`src/rtl/jrx_pkg.sv`:
```
`default_nettype none
// ============================================================================
//  Module   : jrx_pkg
//  Brief    : Shared state encoding and widths for the JESD receive link
//             controller (jrx_link_ctrl and its LEMC alignment helper).
//  Revision : 1.0  initial release
// ============================================================================
package jrx_pkg;

    localparam int c_state_w = 3;

    // Link bring-up states; encodings are visible on the debug state port
    typedef enum logic [c_state_w-1:0] {
        c_st_idle    = 3'd0,
        c_st_wait_sr = 3'd1,
        c_st_cgs     = 3'd2,
        c_st_align   = 3'd3,
        c_st_data    = 3'd4,
        c_st_resync  = 3'd5
    } jrx_state_e;

endpackage : jrx_pkg
`default_nettype wire

```
`src/rtl/jrx_lemc_align.sv`:
```
`default_nettype none
// ============================================================================
//  Module   : jrx_lemc_align
//  Brief    : Sysref rising-edge detection with oneshot gating, local
//             multiframe (LEMC) counter alignment and boundary pulse.
//  Revision : 1.0  initial release
// ============================================================================
module jrx_lemc_align
    import jrx_pkg::*;
#(
    parameter int LEMC_PERIOD = 16,
    parameter int LEMC_W      = $clog2(LEMC_PERIOD)
) (
    input  logic              clk,
    input  logic              rst,
    input  logic              sysref_i,
    input  logic              cfg_sysref_disable_i,
    input  logic              cfg_sysref_oneshot_i,
    input  logic [LEMC_W-1:0] cfg_lemc_offset_i,
    input  logic              rearm_i,
    output logic              lemc_o,
    output logic              misalign_o,
    output logic              sr_acc_q_o
);

    logic              sysref_d_q;
    logic              armed_q;
    logic              sr_acc_q;
    logic [LEMC_W-1:0] cnt_q;

    logic              w_rise;
    logic              w_acc;
    logic [LEMC_W-1:0] w_cnt_inc;

    // A rise realigns only when sysref is enabled and, in oneshot mode, the
    // arm flag has not yet been consumed since the last link restart
    assign w_rise     = sysref_i & ~sysref_d_q;
    assign w_acc      = w_rise & ~cfg_sysref_disable_i & (~cfg_sysref_oneshot_i | armed_q);
    assign w_cnt_inc  = cnt_q + LEMC_W'(1);
    assign misalign_o = w_acc & (w_cnt_inc != cfg_lemc_offset_i);
    assign lemc_o     = (cnt_q == LEMC_W'(LEMC_PERIOD - 1));
    assign sr_acc_q_o = sr_acc_q;

    // Edge history, oneshot arm flag and the free-running/realigned counter
    always_ff @(posedge clk or posedge rst) begin
        if (rst) begin
            sysref_d_q <= 1'b0;
            armed_q    <= 1'b1;
            sr_acc_q   <= 1'b0;
            cnt_q      <= '0;
        end else begin
            sysref_d_q <= sysref_i;
            sr_acc_q   <= w_acc;
            cnt_q      <= w_acc ? cfg_lemc_offset_i : w_cnt_inc;
            if (rearm_i) begin
                armed_q <= 1'b1;
            end else if (w_acc) begin
                armed_q <= 1'b0;
            end
        end
    end

endmodule : jrx_lemc_align
`default_nettype wire

```
`src/rtl/jrx_link_ctrl.sv`:
```
`default_nettype none
// ============================================================================
//  Module   : jrx_link_ctrl
//  Brief    : Receive-side JESD link bring-up controller. Sequences
//             CGS -> alignment -> data, drives sync back to the transmitter,
//             tracks per-multiframe error bursts and forces resync.
//  Revision : 1.0  initial release
// ============================================================================
module jrx_link_ctrl
    import jrx_pkg::*;
#(
    parameter int LEMC_PERIOD   = 16,
    parameter int LOCK_CYCLES   = 8,
    parameter int ERR_THRESH    = 4,
    parameter int ERR_W         = 4,
    parameter int RESYNC_CYCLES = 32,
    parameter int LEMC_W        = $clog2(LEMC_PERIOD)
) (
    input  logic                 clk,
    input  logic                 rst,
    input  logic                 rx_reset_done_i,
    input  logic                 sysref_i,
    input  logic                 lane_lock_i,
    input  logic                 lane_err_i,
    input  logic                 cfg_sysref_disable_i,
    input  logic                 cfg_sysref_oneshot_i,
    input  logic [LEMC_W-1:0]    cfg_lemc_offset_i,
    output logic                 sync_o,
    output logic                 lemc_o,
    output logic                 prbs_chk_en_o,
    output logic                 link_up_o,
    output logic                 sysref_err_o,
    output logic [ERR_W-1:0]     err_cnt_o,
    output logic [c_state_w-1:0] state_o
);

    localparam int c_lock_w = $clog2(LOCK_CYCLES + 1);
    localparam int c_tmr_w  = $clog2(RESYNC_CYCLES + 1);

    jrx_state_e          state_q;
    jrx_state_e          state_d;
    logic [c_lock_w-1:0] lock_run_q;
    logic [c_tmr_w-1:0]  timer_q;
    logic [ERR_W-1:0]    err_cnt_q;
    logic                sync_q;
    logic                link_up_q;
    logic                prbs_en_q;
    logic                sysref_err_q;

    logic                w_lemc;
    logic                w_misalign;
    logic                w_sr_acc_q;
    logic [ERR_W:0]      w_err_sum;
    logic [ERR_W-1:0]    w_err_inc;

    jrx_lemc_align #(
        .LEMC_PERIOD (LEMC_PERIOD),
        .LEMC_W      (LEMC_W)
    ) u_lemc_align (
        .clk                  (clk),
        .rst                  (rst),
        .sysref_i             (sysref_i),
        .cfg_sysref_disable_i (cfg_sysref_disable_i),
        .cfg_sysref_oneshot_i (cfg_sysref_oneshot_i),
        .cfg_lemc_offset_i    (cfg_lemc_offset_i),
        .rearm_i              (~rx_reset_done_i),
        .lemc_o               (w_lemc),
        .misalign_o           (w_misalign),
        .sr_acc_q_o           (w_sr_acc_q)
    );

    // Threshold sees this cycle's strobe even when the window clears;
    // the stored count saturates rather than wrapping
    assign w_err_sum = {1'b0, err_cnt_q} + {{ERR_W{1'b0}}, lane_err_i};
    assign w_err_inc = (&err_cnt_q) ? err_cnt_q : w_err_sum[ERR_W-1:0];

    // Next-state selection; losing rx_reset_done overrides everything
    always_comb begin
        state_d = state_q;
        if (!rx_reset_done_i) begin
            state_d = c_st_idle;
        end else begin
            case (state_q)
                c_st_idle: begin
                    state_d = cfg_sysref_disable_i ? c_st_cgs : c_st_wait_sr;
                end
                c_st_wait_sr: begin
                    if (w_sr_acc_q) state_d = c_st_cgs;
                end
                c_st_cgs: begin
                    if (lane_lock_i && (lock_run_q == c_lock_w'(LOCK_CYCLES - 1))) begin
                        state_d = c_st_align;
                    end
                end
                c_st_align: begin
                    if (!lane_lock_i) begin
                        state_d = c_st_cgs;
                    end else if (w_lemc) begin
                        state_d = c_st_data;
                    end
                end
                c_st_data: begin
                    if (!lane_lock_i || (w_err_sum >= (ERR_W + 1)'(ERR_THRESH))) begin
                        state_d = c_st_resync;
                    end
                end
                c_st_resync: begin
                    if (timer_q == c_tmr_w'(RESYNC_CYCLES - 1)) state_d = c_st_cgs;
                end
                default: state_d = c_st_idle;
            endcase
        end
    end

    // State, run/timer/error counters and outputs registered from next state
    always_ff @(posedge clk or posedge rst) begin
        if (rst) begin
            state_q      <= c_st_idle;
            lock_run_q   <= '0;
            timer_q      <= '0;
            err_cnt_q    <= '0;
            sync_q       <= 1'b0;
            link_up_q    <= 1'b0;
            prbs_en_q    <= 1'b0;
            sysref_err_q <= 1'b0;
        end else begin
            state_q <= state_d;

            if ((state_q == c_st_cgs) && (state_d == c_st_cgs) && lane_lock_i) begin
                lock_run_q <= lock_run_q + c_lock_w'(1);
            end else begin
                lock_run_q <= '0;
            end

            if ((state_q == c_st_resync) && (state_d == c_st_resync)) begin
                timer_q <= timer_q + c_tmr_w'(1);
            end else begin
                timer_q <= '0;
            end

            if ((state_q == c_st_data) && (state_d == c_st_data)) begin
                err_cnt_q <= w_lemc ? '0 : w_err_inc;
            end else begin
                err_cnt_q <= '0;
            end

            sync_q       <= (state_d == c_st_data);
            link_up_q    <= (state_d == c_st_data);
            prbs_en_q    <= (state_d == c_st_data);
            sysref_err_q <= w_misalign && (state_q == c_st_data) && rx_reset_done_i;
        end
    end

    // Sync request must reach the transmitter as soon as reset asserts
    assign sync_o        = sync_q & ~rst;
    assign lemc_o        = w_lemc;
    assign prbs_chk_en_o = prbs_en_q;
    assign link_up_o     = link_up_q;
    assign sysref_err_o  = sysref_err_q;
    assign err_cnt_o     = err_cnt_q;
    assign state_o       = state_q;

endmodule : jrx_link_ctrl
`default_nettype wire

```
`config.mk`:
```
export PLATFORM = sky130hd
export DESIGN_NAME = jrx_link_ctrl
export DESIGN_NICKNAME = d
export VERILOG_FILES = /design/src/rtl/jrx_pkg.sv /design/src/rtl/jrx_lemc_align.sv /design/src/rtl/jrx_link_ctrl.sv
export SDC_FILE = /design/constraint.sdc
export NUM_CORES = 1
export LEC_CHECK = 0
export ABC_AREA = 1
export CORE_ASPECT_RATIO = 1.4
export CORE_MARGIN = 2
export CORE_UTILIZATION = 40
export DETAILED_ROUTE_END_ITERATION = 7
export GPL_TIMING_DRIVEN = 0
export PLACE_DENSITY = 0.66
export SYNTH_ARGS = -nofsm -noshare
export SYNTH_HDL_FRONTEND = slang
export SYNTH_SLANG_ARGS = --single-unit
```
`constraint.sdc`:
```
create_clock -name clk -period 1.5 [get_ports clk]
set_input_delay 0.3 -clock clk [delete_from_list [all_inputs] [get_ports clk]]
set_output_delay 0.3 -clock clk [all_outputs]
set_load 0.005 [all_outputs]
```
-- Word level (Yosys, flattened, before mapping)
Index checks and enable logic that the tools add are counted.
- input bits: 12
- bits in registers: 26
- $add $sub $neg: 4
- reduce and logical (&&, ||, !) cells: 11
- magnitude comparators: 1
- multiplexer cells: 17
- equal/unequal tests: 14
- bitwise operators: 10
- operator list (cell ; number):
    $mux 3 ; 7
    $mux 4 ; 5
    $pmux 3 s6 ; 1
    $eq 3x3->1 const B ; 4
    $eq 3x2->1 const B ; 3
    $add 4x1->4 const B ; 2
    $logic_and 1x1->1 ; 7
    $add 6x1->6 const B ; 1
    $eq 6x5->1 const B ; 1
    $mux 6 ; 1
    $add 4x1->5 ; 1
    $and 1x1->1 ; 5
    $ge 5x3->1 const B ; 1
    $eq 4x3->1 const B ; 1
    $eq 4x4->1 const B ; 1
    $ne 4x4->1 ; 1
    $not 1->1 ; 4
    $reduce_and 4->1 ; 1
    $eq 3x1->1 const B ; 1
    $logic_not 3->1 ; 1
    $ne 3x3->1 const B ; 1
    $mux 1 ; 2
    $mux 2 ; 1
    $ne 2x1->1 const B ; 1
    3 further kinds ; 3

-- Longest topological paths before layout
Gate-level depths: netlist (run 1).
- depth in word-level cells: 10
- mapped depth: 9
- mapped depth without buffers: 9

-- Cells and area by module
From an unflattened synthesis (run 1), not the netlist that was laid out.
- cells, all modules: 191
- area, all modules: 1506.4 um^2
- by module, submodules not included (module ; instances ; cells an instance ; sequential area each (um^2) ; area each (um^2)):
    jrx_link_ctrl ; 1 ; 135 ; 475.5 ; 1087.3
    jrx_lemc_align ; 1 ; 56 ; 176.4 ; 419.2

-- Worst setup path after synthesis (run 1)
OpenSTA, ideal clock, no wires.
- path kind: register -> register
- start point: reg err_cnt_q[0] (netlist: err_cnt_o[0])
- end point: reg lock_run_q[0]
- buffers on the path: 0
- clock period less this slack: 1.510 ns
- setup slack: -0.010 ns
- stages on the path, launching flop included: 10
- data arrival time: 1.438 ns
- cells stage by stage: dfrtp_1 > ha_1 > ha_1 > xnor2_1 > nand2_1 > nor2_1 > nor2_1 > nor2_4 > nand3_2 > nor2_1
- cells in the longest elaborated chain, start to end: 10
- RTL lines (what ; RTL line ; source):
    start, declared ; jrx_link_ctrl.sv:44 ; logic [ERR_W-1:0] err_cnt_q;
    start signal, assigned ; jrx_link_ctrl.sv:142 ; err_cnt_q <= w_lemc ? '0 : w_err_inc;
    $add 4x1->5 ; jrx_link_ctrl.sv:74 ; assign w_err_sum = {1'b0, err_cnt_q} + {{ERR_W{1'b0}}, lane_err_i};
    $ge 5x3->1 ; jrx_link_ctrl.sv:103 ; if (!lane_lock_i || (w_err_sum >= (ERR_W + 1)'(ERR_THRESH))) begin
    $logic_or 1x1->1 ; jrx_link_ctrl.sv:103 ;
    $mux 3 ; jrx_link_ctrl.sv:103 ;
    $pmux 3 s6 ; jrx_link_ctrl.sv:83 ; case (state_q)
    $mux 3 ; jrx_link_ctrl.sv:80 ; if (!rx_reset_done_i) begin
    $eq 3x2->1 ; jrx_link_ctrl.sv:129 ; if ((state_q == c_st_cgs) && (state_d == c_st_cgs) && lane_lock_i) begin
    $logic_and 1x1->1 (2 in a row) ; jrx_link_ctrl.sv:129 ;
    $mux 4 ; jrx_link_ctrl.sv:129 ;
    end signal, assigned ; jrx_link_ctrl.sv:130 ; lock_run_q <= lock_run_q + c_lock_w'(1);
    end, declared ; jrx_link_ctrl.sv:42 ; logic [c_lock_w-1:0] lock_run_q;
No other way between the ends.
A chain may end at the register's enable or synchronous reset.

-- Final worst setup path (run 1)
- start point: reg err_cnt_q[0] (netlist: err_cnt_o[0])
- end point: reg lock_run_q[2]
Same word-level chain as after synthesis.

==> metrics.md, run 1 <==
| Metric | Value |
|---|---|
| Status | complete, but fails checks |
| Failing checks | setup timing |
| Count of cell types in the netlist | 26 |
| Bufs on Longest Clock Path | 2 |
| Area leader, netlist | dfrtp_1 |
| Met3 usage | 0.0224 |
| Total congestion overflow | 0 |
| Max-cap violations | 0 |
| Placer Congestion | 0.878 |
| CP Launch Type | register |
| Clock Latency Late Sink | 270 ps |
| Global-route wire length before repair | 4.82 mm |
| Worst Setup End Kind | register |
| Initial core utilization | 0.413 |
| Util after Layout | 0.632 |
| Crit path required time | 1700 ps |
| Worst clock skew | 1.68 ps |
| Vias in the first global route | 1230 |
| CTS tree | done |
| Via density | 4.93 |
| GRT busiest layer | met2 |
| Worst min-delay path class | register to register |
| Syn avg cell area | 8.64 um2 |
| Drt wl/cell | 12.6 um |
| Area contributors post-synth | dfrtp_1 45%, nor2_1 7.3%, nand2_1 6.2%, nand3_1 6.2%, inv_1 5.4% |
| CP startpoint | err_cnt_o[0]$_DFFE_PP0P_ |
| #FFs+latches synth | 26 |
| Post-synth EDFFs | 0 |
| Initial antenna violation count | 0 |
| Die Width | 53.7 um |
| Max rail drop VDD | 0.803 mV |
| Ys async rst share | 1.00 |
| CTS Hold Bufs | 0 |
| 1st-pass router iterations | 4 |
| Routed Antenna Nets | 0 |
| Buffers on Ports | 23 |
| Die area | 3950 um2 |
| Fraction of layout cells with a size suffix above 1 | 0.349 |
| Antenna cell count | 0 |
| H-tree levels | 1 |
| Max Freq | 611 MHz |
| RR Startpoint | err_cnt_o[0]$_DFFE_PP0P_ |
| DR iter-0 viols | 31 |
| # IOs | 24 |
| Min-delay src | lock_run_q[0]$_DFF_PP0_ |
| Final Hold Violating Endpoints | 0 |
| Final setup fails | 9 |
| Vias post-DR | 1242 |
| Area grow syn2layout | 53.0% |
| Worst-margin pin slew | 964 ps |
| Total Routed Length | 3.16 mm |
| Num rows | 25 |
| Fin crit share | 1.09 |
| Final Total Pwr | 1840 uW |
| Final routed DRC violation total | 0 |
| Post-synth top area share | 0.452 |
| Overall routing resource usage | 0.163 |
| Maximum fanout along the worst path | 4 |
| Crit path kind | register to register |
| CP Data Arrival Time | 1840 ps |
| Pin count of the biggest net entering global routing | 27 |
| Clock sinks | 26 |
| Yosys Warn Count | 0 |
| Slew margin rel. | 0.357 |
| Final slew viol count | 0 |
| DP Wirelength | 2.00 mm |
| Final setup margin | -137 ps |
| Final layout net count | 230 |
| Netlist Area Pre-Place | 1380 um2 |
| RSZ-0062 raised after global routing | true |
| Number of buffers created by CTS | 3 |
| GR Util met1 | 0.165 |
| Die Span Y | 73.6 um |
| Power Density | 872 nW/um2 |
| Sequential share of the synthesized area | 0.471 |
| Min Tclk post-route | 1640 ps |
| Main synth FF type | dfrtp_1 |
| Met2 usage | 0.313 |
| Cell count after synthesis | 160 |
| Core ar. | 3350 um2 |
| Reg clk slew, reported paths | 80 ps |
| Root Buffer | clkbuf_8 |
| P_leak | 0.000987 uW |
-- sequential cells by signal (all words and copies together), names as in the netlist --
| register | flops |
|---|---|
| timer_q | 6 |
| err_cnt_o | 4 |
| lock_run_q | 4 |
| u_lemc_align.cnt_q | 4 |
| state_o | 3 |
| prbs_chk_en_o | 1 |
| sysref_err_o | 1 |
| u_lemc_align.armed_q | 1 |
| u_lemc_align.sr_acc_q_o | 1 |
| u_lemc_align.sysref_d_q | 1 |
-- routing by layer --
| layer | routed length (um) | part of all wire | vias up |
|---|---|---|---|
| li1 | - | - | 612 |
| met1 | 1150 | 0.36 | 603 |
| met2 | 1870 | 0.59 | 21 |
| met3 | 86 | 0.027 | 6 |
| met4 | 53 | 0.017 | 0 |
| met5 | 0 | 0 | - |
-- placed cells by master, fill, tap and decap left out, types with 3 or more instances in the layout --
| cell type | n |
|---|---|
| buf_12 | 3 |
| buf_4 | 21 |
| clkbuf_8 | 3 |
| clkdlybuf4s50_1 | 15 |
| dfrtp_1 | 21 |
| dfrtp_2 | 4 |
| dlygate4sd2_1 | 5 |
| ha_4 | 4 |
| inv_1 | 19 |
| nand2_1 | 20 |
| nand2_4 | 3 |
| nand3_1 | 13 |
| nand3_2 | 5 |
| nand4_1 | 3 |
| nor2_1 | 22 |
| nor2_2 | 7 |
| nor2_4 | 4 |
| o21ai_0 | 5 |
| xnor2_1 | 4 |
| xor2_1 | 3 |
-- repair_timing --
item	CTS	global route
pin swaps	7	9
setup buffers	10	14
setup endpoints to repair	22	18
resized for setup	26	28
-- cell usage after synthesis (2+ instances only) --
cell / n
nor2_2: 3
nor2_4: 3
nor3_2: 2
nand2_1: 23
nor3_1: 2
dfrtp_1: 25
nand3_1: 17
nand3_2: 3
inv_1: 20
xnor2_1: 5
inv_2: 2
o21ai_0: 5
nand4_1: 3
xor2_1: 4
nor2_1: 27
a21oi_2: 2
ha_1: 5
-- final timing paths --
| path | cells past startpoint | slack (ps) | end |
|---|---|---|---|
| min | 1 | 470 | lock_run_q[0]$_DFF_PP0_ |
| min in group asynchronous | 2 | 590 | prbs_chk_en_o$_DFF_PP0_ |
| max | 9 | -140 | lock_run_q[2]$_DFF_PP0_ |
| max in group asynchronous | 2 | 260 | err_cnt_o[2]$_DFFE_PP0P_ |
| min reg2reg | 1 | 470 | lock_run_q[0]$_DFF_PP0_ |
| max reg2reg | 9 | -140 | lock_run_q[2]$_DFF_PP0_ |
-- through the flow --
stage / worst slack [ps] / hold slack, ps / TNS, ps / cells / area (um2)
finish: -137 / 471 / -900 / 252 / 2120
global route: -220 / 511 / -1910 / 252 / 2120
CTS: -60.4 / 468 / -244 / 238 / 1890
detailed placement: -436 / 456 / -5890 / 224 / 1670
global placement: -418 / 443 / -4830 / 224 / 1670
floorplan: 16.9 / 331 / 0 / 161 / 1390
-- cell type report --
class | instances | area (um2)
fillers | 262 | 1230
multi-input cells | 112 | 818
flip-flops and latches | 26 | 657
repair buffers | 47 | 445
inverters | 22 | 92.6
well taps | 40 | 50.0
clock buffers | 4 | 45.0
plain buffers | 1 | 7.51
-- where the power goes --
group / internal, uW / total, uW / switching, uW
Sequential: 766 / 834 / 67.4
Clock: 190 / 392 / 202
Combinational: 319 / 619 / 299
Total: 1280 / 1840 / 569
-- kinds of logic after synthesis --
| group | Yosys count | synth area share |
|---|---|---|
| adder cells (fa/ha/maj) | 5 | 0.0452 |
| XOR/XNOR | 9 | 0.0570 |
| AND/OR/NAND/NOR | 86 | 0.310 |
| multiplexers | 1 | 0.00814 |
| buffers and inverters | 23 | 0.0652 |
| flip-flops | 26 | 0.471 |
| other | 1 | 0.00271 |
| AO/OA/AOI/OAI | 9 | 0.0407 |
-- critical path, cell delays in order (launching register included) --
cell	delay, ps
dfrtp_1	420
ha_4	190
ha_4	170
xnor2_2	130
nand2_1	100
nor2_2	140
nor2_2	80
nor2_4	130
nand3_2	110
nor2_1	120
Note: power is estimated with default switching activity, not from simulation.
==> inputs of run 2 (changes only) <==
Settings changed: CORE_ASPECT_RATIO 1.4 to default.
==> run 2 against run 1 <==
  * The run still ends with setup timing left
  * Critical path depth unchanged
  * Via count decreased by 3.1%
  * Sequential power increased by 1%
  * Register-to-register slack about the same
  * Final cell count decreased by 0.40%
  * First-iteration DRC count increased by 35%
  * Count of clock-buffer cells in the layout unchanged
  * Sequential share of layout area increased by 2.4 points
  * Non-clock buffer count decreased by 7
  * Global-route usage increased by 0.48 points
  * Wire length decreased by 0.60%
  * Critical endpoint unchanged
==> metrics.md, run 2 (synthesized netlist as in run 1, its figures left out) <==
| Metric | Value |
|---|---|
| Failing checks | setup timing |
| Via density | 4.80 |
| Routed Antenna Nets | 0 |
| Clock sinks | 26 |
| Final Total Pwr | 1820 uW |
| Reg clk slew, reported paths | 160 ps |
| Slew margin rel. | 0.359 |
| Util after Layout | 0.589 |
| Max-cap violations | 0 |
| Maximum fanout along the worst path | 4 |
| Buffers on Ports | 23 |
| Total Routed Length | 3.15 mm |
| Num rows | 21 |
| Antenna cell count | 0 |
| Crit path required time | 1770 ps |
| Most common cell after layout, fill and taps aside | nor2_1 |
| Power Density | 926 nW/um2 |
| Die Width | 62.8 um |
| Drt wl/cell | 12.5 um |
| Worst-margin pin slew | 960 ps |
| Worst Setup End Kind | register |
| P_leak | 0.000940 uW |
| Footprint of the multi-input gates | 771 um2 |
| Final layout net count | 223 |
| Vias post-DR | 1204 |
| H-tree levels | 1 |
| Placed inst area | 1680 um2 |
| Final slew viol count | 0 |
| Clock Latency Late Sink | 330 ps |
| Max rail drop VDD | 0.648 mV |
| CP Launch Type | register |
| Final Hold Violating Endpoints | 0 |
| Global-route wire length before repair | 5.21 mm |
| Max Freq | 615 MHz |
| CTS Hold Bufs | 0 |
| Die area | 3940 um2 |
| Core ar. | 3340 um2 |
| Biggest register | timer_q |
| Pin count of the biggest net entering global routing | 27 |
| FILL cells | 304 |
| RSZ-0062 raised after global routing | true |
| CP Data Arrival Time | 1900 ps |
| Fin crit share | 1.08 |
| Overall routing resource usage | 0.168 |
| Vias in the first global route | 1182 |
| Die Span Y | 62.8 um |
| Total congestion overflow | 0 |
| DR iter-0 viols | 42 |
| Initial core utilization | 0.414 |
| Commonest non-fill, non-tap cells in the layout | 22 x nor2_1, 21 x nand2_1, 21 x dfrtp_1 |
| Min Tclk post-route | 1630 ps |
| Sequential cell area | 657 um2 |
| DP Wirelength | 2.11 mm |
| # IOs | 24 |
| Largest register FFs | 6 |
| Number of buffers created by CTS | 3 |
| Bufs on Longest Clock Path | 2 |
| Fraction of layout cells with a size suffix above 1 | 0.327 |
| Setup TNS | -692 ps |
| Final routed DRC violation total | 0 |
| Placer Congestion | 0.839 |
| Finished Cell Area | 1960 um2 |
| Root Buffer | clkbuf_4 |
| Post-Place Setup Slack | -533 ps |
| Area grow syn2layout | 42.1% |
| Status | complete, but fails checks |
| Crit path kind | register to register |
| Worst clock skew | 19.7 ps |
| Worst min-delay path class | primary input to register |
| Initial antenna violation count | 0 |
| Final setup margin | -126 ps |
| 1st-pass router iterations | 4 |
| CTS tree | done |
| Final setup fails | 8 |
run 2: cell types whose count changed in the layout (fill, tap and decap cells not counted), sizes merged:
| cell | change |
|---|---|
| clkinv | -1 |
| buf | -6 |
| inv | +1 |
| dlygate4sd2 | +2 |
| clkdlybuf4s50 | -4 |
| clkdlybuf4s15 | +1 |
run 2: area by class of cell:
cell class / count / area share
Buffer: 1 / 0.00382
Multi-Input combinational cell: 112 / 0.392
Inverter: 22 / 0.0446
Timing Repair Buffer: 40 / 0.182
Clock buffer: 4 / 0.0134
Tap cell: 46 / 0.0293
Sequential cell: 26 / 0.334
run 2: final timing paths:
path                                                from  cells after the start  slack [ps]                                 to
worst max-delay path            err_cnt_o[0]$_DFFE_PP0P_                      9        -130            lock_run_q[2]$_DFF_PP0_
worst min-delay path                            sysref_i                      1         450  u_lemc_align.sysref_d_q$_DFF_PP0_
worst min register to register   lock_run_q[0]$_DFF_PP0_                      1         470            lock_run_q[0]$_DFF_PP0_
worst max register to register  err_cnt_o[0]$_DFFE_PP0P_                      9        -130            lock_run_q[2]$_DFF_PP0_
min in group asynchronous                            rst                      2         510           err_cnt_o[3]$_DFFE_PP0P_
max in group asynchronous                            rst                      2         320               state_o[1]$_DFF_PP0_
run 2: metal layers:
| metal | vias up | track usage | part of all wire | wire, um |
|---|---|---|---|---|
| li1 | 593 | - | - | - |
| met1 | 575 | 0.201 | 0.42 | 1310 |
| met2 | 32 | 0.298 | 0.53 | 1680 |
| met3 | 4 | 0.0270 | 0.037 | 117 |
| met4 | 0 | 0.0722 | 0.013 | 42 |
| met5 | - | 0 | 0 | 0 |
run 2: where the power goes:
| group | internal, uW | switching (uW) | leakage [uW] |
|---|---|---|---|
| clock network | 104 | 213 | 0.0000150 |
| registers | 766 | 79.0 | 0.000336 |
| logic | 332 | 326 | 0.000590 |
| total | 1200 | 618 | 0.000940 |
run 2: worst max-delay path, stage by stage, from the launching register on:
cell     delay, ps
dfrtp_1        420
ha_2           210
ha_4           170
xnor2_2        150
nand2_1         70
nor2_2         110
nor2_2          70
nor2_4         120
nand3_2        120
nor2_1         120
run 2: timing repair:
item                                    CTS  global route
endpoints found under the setup margin   24            19
cloned                                    0             0
buffers inserted                         13             6
pin swaps                                 8             8
resized for setup                        27            25
run 2: per-stage QoR:
step / std cells / hold slack, ps
floorplan: 161 / 331
global route: 251 / 427
finish: 251 / 448
CTS: 247 / 436
detailed placement: 230 / 453
global placement: 230 / 443
==> inputs of run 3 (changes only) <==
Settings changed: ABC_AREA 1 to default, CORE_UTILIZATION 40 to 47, PLACE_DENSITY 0.66 to 0.73.
Clock period 1.5 ns to 1.9 ns, I/O delays scaled along.
==> run 3 against run 2 <==
  * The flow now finishes without violations
  * Via count fell by 20%
  * Sequential cell count did not move
  * Utilization is 3.1 points higher
  * Total power is 30% lower
  * Design area decreased by 14%
  * Clock skew fell by 8.8 ps
  * Synthesized area shrank 4.3%
  * Wire length shrank 21%
  * First-iteration DRC count shrank 29%
  * Non-clock buffer count shrank 12
  * Final cell count down 25%
  * Worst setup slack better by 190 ps
==> metrics.md, run 3 <==
| Metric | Value |
|---|---|
| Post-Place Setup Slack | -367 ps |
| Final Hold Violating Endpoints | 0 |
| Worst Setup End Kind | register |
| Root Buffer | clkbuf_4 |
| CP Launch Type | primary input |
| Routed Antenna Nets | 0 |
| Crit path required time | 2120 ps |
| Power share of the sequential group | 0.523 |
| Commonest non-fill, non-tap cells in the layout | 25 x dfrtp_1, 21 x clkdlybuf4s50_1, 19 x nor2_1 |
| Drt wl/cell | 13.3 um |
| Worst min-delay path class | primary input to register |
| Int Pwr | 883 uW |
| Cell count after synthesis | 127 |
| Worst-path cell chain | clkdlybuf4s50_1 -> ha_2 -> ha_1 -> nand2_1 -> a2111oi_4 -> o21ai_2 -> a211oi_1 |
| Post-synth EDFFs | 0 |
| Biggest register | timer_q |
| Count of cell types in the netlist | 41 |
| Status | finished, final reports clean |
| Final slew viol count | 0 |
| Slowest CP cell | clkdlybuf4s50_1 |
| CTS Hold Bufs | 0 |
| Number of buffers created by CTS | 3 |
| Max-cap violations | 0 |
| #FFs+latches synth | 26 |
| Buffers on Ports | 22 |
| RSZ-0062 raised after global routing | false |
| Final Total Pwr | 1270 uW |
| DR iter-0 viols | 30 |
| Post-synth top area share | 0.473 |
| Clock sinks | 26 |
| Bufs on Longest Clock Path | 2 |
| P_leak | 0.000716 uW |
| CP bufs+invs | 1 |
| Sequential share of the synthesized area | 0.493 |
| P_sw | 386 uW |
| Most common cell after layout, fill and taps aside | dfrtp_1 |
| Final layout net count | 174 |
| Core ar. | 2710 um2 |
| Area grow syn2layout | 27.1% |
| Clock Latency Late Sink | 320 ps |
| Top-count cell post-synth | dfrtp_1 |
| Maximum fanout along the worst path | 4 |
| Pin count of the biggest net entering global routing | 27 |
| Antenna cell count | 0 |
| Slew margin rel. | 0.346 |
| Non-filler instance count after layout | 187 |
| Min Tclk post-route | 1830 ps |
| Area leader, netlist | dfrtp_1 |
| Worst-margin pin slew | 980 ps |
| Vias post-DR | 963 |
| Max Freq | 546 MHz |
| Via density | 5.15 |
| Clk network pwr share | 0.188 |
| Largest register FFs | 6 |
| Placer Congestion | 0.864 |
| Die Span Y | 57.0 um |
| Final routed DRC violation total | 0 |
| Net Sw Frac | 0.304 |
| Final setup margin | 67.8 ps |
| Max rail drop VDD | 0.516 mV |
| Crit path max-delay family | compound AO/OA/AOI/OAI gates |
| Die Width | 57.0 um |
| CP Data Arrival Time | 2060 ps |
| CTS tree | done |
| Fraction of layout cells with a size suffix above 1 | 0.160 |
| Initial core utilization | 0.488 |
| Netlist Area Pre-Place | 1320 um2 |
| Total Routed Length | 2.49 mm |
| Initial antenna violation count | 0 |
| 1st-pass router iterations | 4 |
| Die area | 3250 um2 |
| Most frequent cells after synthesis | 25 x dfrtp_1, 19 x nor2_1, 10 x nand3_1 |
| Final hold slack | 383 ps |
| Power Density | 755 nW/um2 |
| Total congestion overflow | 0 |
| Yosys Warn Count | 0 |
| Vias in the first global route | 998 |
| DP Wirelength | 1.86 mm |
| Area contributors post-synth | dfrtp_1 47%, nor2_1 5.4%, ha_1 4.7%, xnor2_1 4.0%, nand3_1 3.8% |
| H-tree levels | 1 |
| Crit path kind | primary input to register |
| Main synth FF type | dfrtp_1 |
| Overall routing resource usage | 0.170 |
| DP Cell Count | 181 |
| Combinational share of power | 0.289 |
| Max incr delay on CP | 460 ps |
| Ys async rst share | 1.00 |
| Worst clock skew | 10.9 ps |
| Global-route wire length before repair | 4.36 mm |
| # IOs | 24 |
| Reg clk slew, reported paths | 130 ps |
| Syn avg cell area | 10.4 um2 |
| Final setup fails | 0 |
| Num rows | 19 |
| Fin crit share | 0.964 |
## run 3: cell types whose count changed after synthesis, moves of 3 or more
| cell | change |
|---|---|
| nor2_4 | -3 |
| inv_1 | -12 |
| nand4_1 | -3 |
| nor2_2 | -3 |
| nand3_2 | -3 |
| o21ai_0 | -4 |
| nand2_1 | -14 |
| nor2_1 | -8 |
| mux2_1 | +3 |
| nand3_1 | -7 |
## run 3: kinds of logic after synthesis
| family | synth area share |
|---|---|
| buf+inv | 0.0520 |
| xor+xnor | 0.0851 |
| fa+ha+maj | 0.0473 |
| simple gates | 0.189 |
| compound gates | 0.0974 |
| other cells | 0.00284 |
| mux | 0.0331 |
| flops | 0.493 |
## run 3: worst paths after layout
kind | from | end | slack [ps] | cells past startpoint
min reg2reg | timer_q[0]$_DFF_PP0_ | timer_q[0]$_DFF_PP0_ | 470 | 1
max reg2reg | err_cnt_o[0]$_DFFE_PP0P_ | prbs_chk_en_o$_DFF_PP0_ | 200 | 6
max | lane_err_i | prbs_chk_en_o$_DFF_PP0_ | 70 | 7
min in group asynchronous | rst | lock_run_q[2]$_DFF_PP0_ | 610 | 2
min | rx_reset_done_i | u_lemc_align.armed_q$_DFFE_PP1P_ | 380 | 2
max in group asynchronous | rst | u_lemc_align.sr_acc_q_o$_DFF_PP0_ | 700 | 2
## run 3: worst register-to-register path: stages (launching register included)
cell and delay (ps):
dfrtp_1 390, ha_2 220, ha_1 180, nand2_1 100, a2111oi_4 350, o21ai_2 160
a211oi_1 210
## run 3: layer usage
layer	vias to the layer above	global-route usage	routed length [um]	part of all wire
met5	-	0	0	0
met4	0	0.0498	20	0.0080
met3	4	0.0295	76	0.031
met2	15	0.300	1290	0.52
met1	459	0.213	1100	0.44
li1	485	-	-	-
## run 3: final cells by class
class,instances,area [um2]
flip-flops and latches,26,652
fillers,245,1030
clock buffers,4,26.3
repair buffers,24,234
well taps,31,38.8
multi-input cells,88,661
inverters,9,33.8
plain buffers,5,35.0
## run 3: what timing repair did
item                                    4_1_cts  5_1_grt
resized for setup                             7        4
endpoints found under the setup margin        3        3
setup buffers                                 2        0
pin swaps                                     1        0
## run 3: per-stage QoR
step	cell area (um2)	TNS, ps	util
after floorplan	1330	0	-
after global routing	1680	0	0.620
after detailed placement	1590	-1380	0.585
after CTS	1660	0	0.611
after global placement	1590	-842	0.585
final	1680	0	0.620
## run 3: power groups by stage
stage	sequential, uW	combinational [uW]	clock (uW)
after floorplan	648	232	0
after global placement	653	306	0
after detailed placement	655	319	0
after CTS	662	362	245
after global routing	669	405	279
final	664	367	238
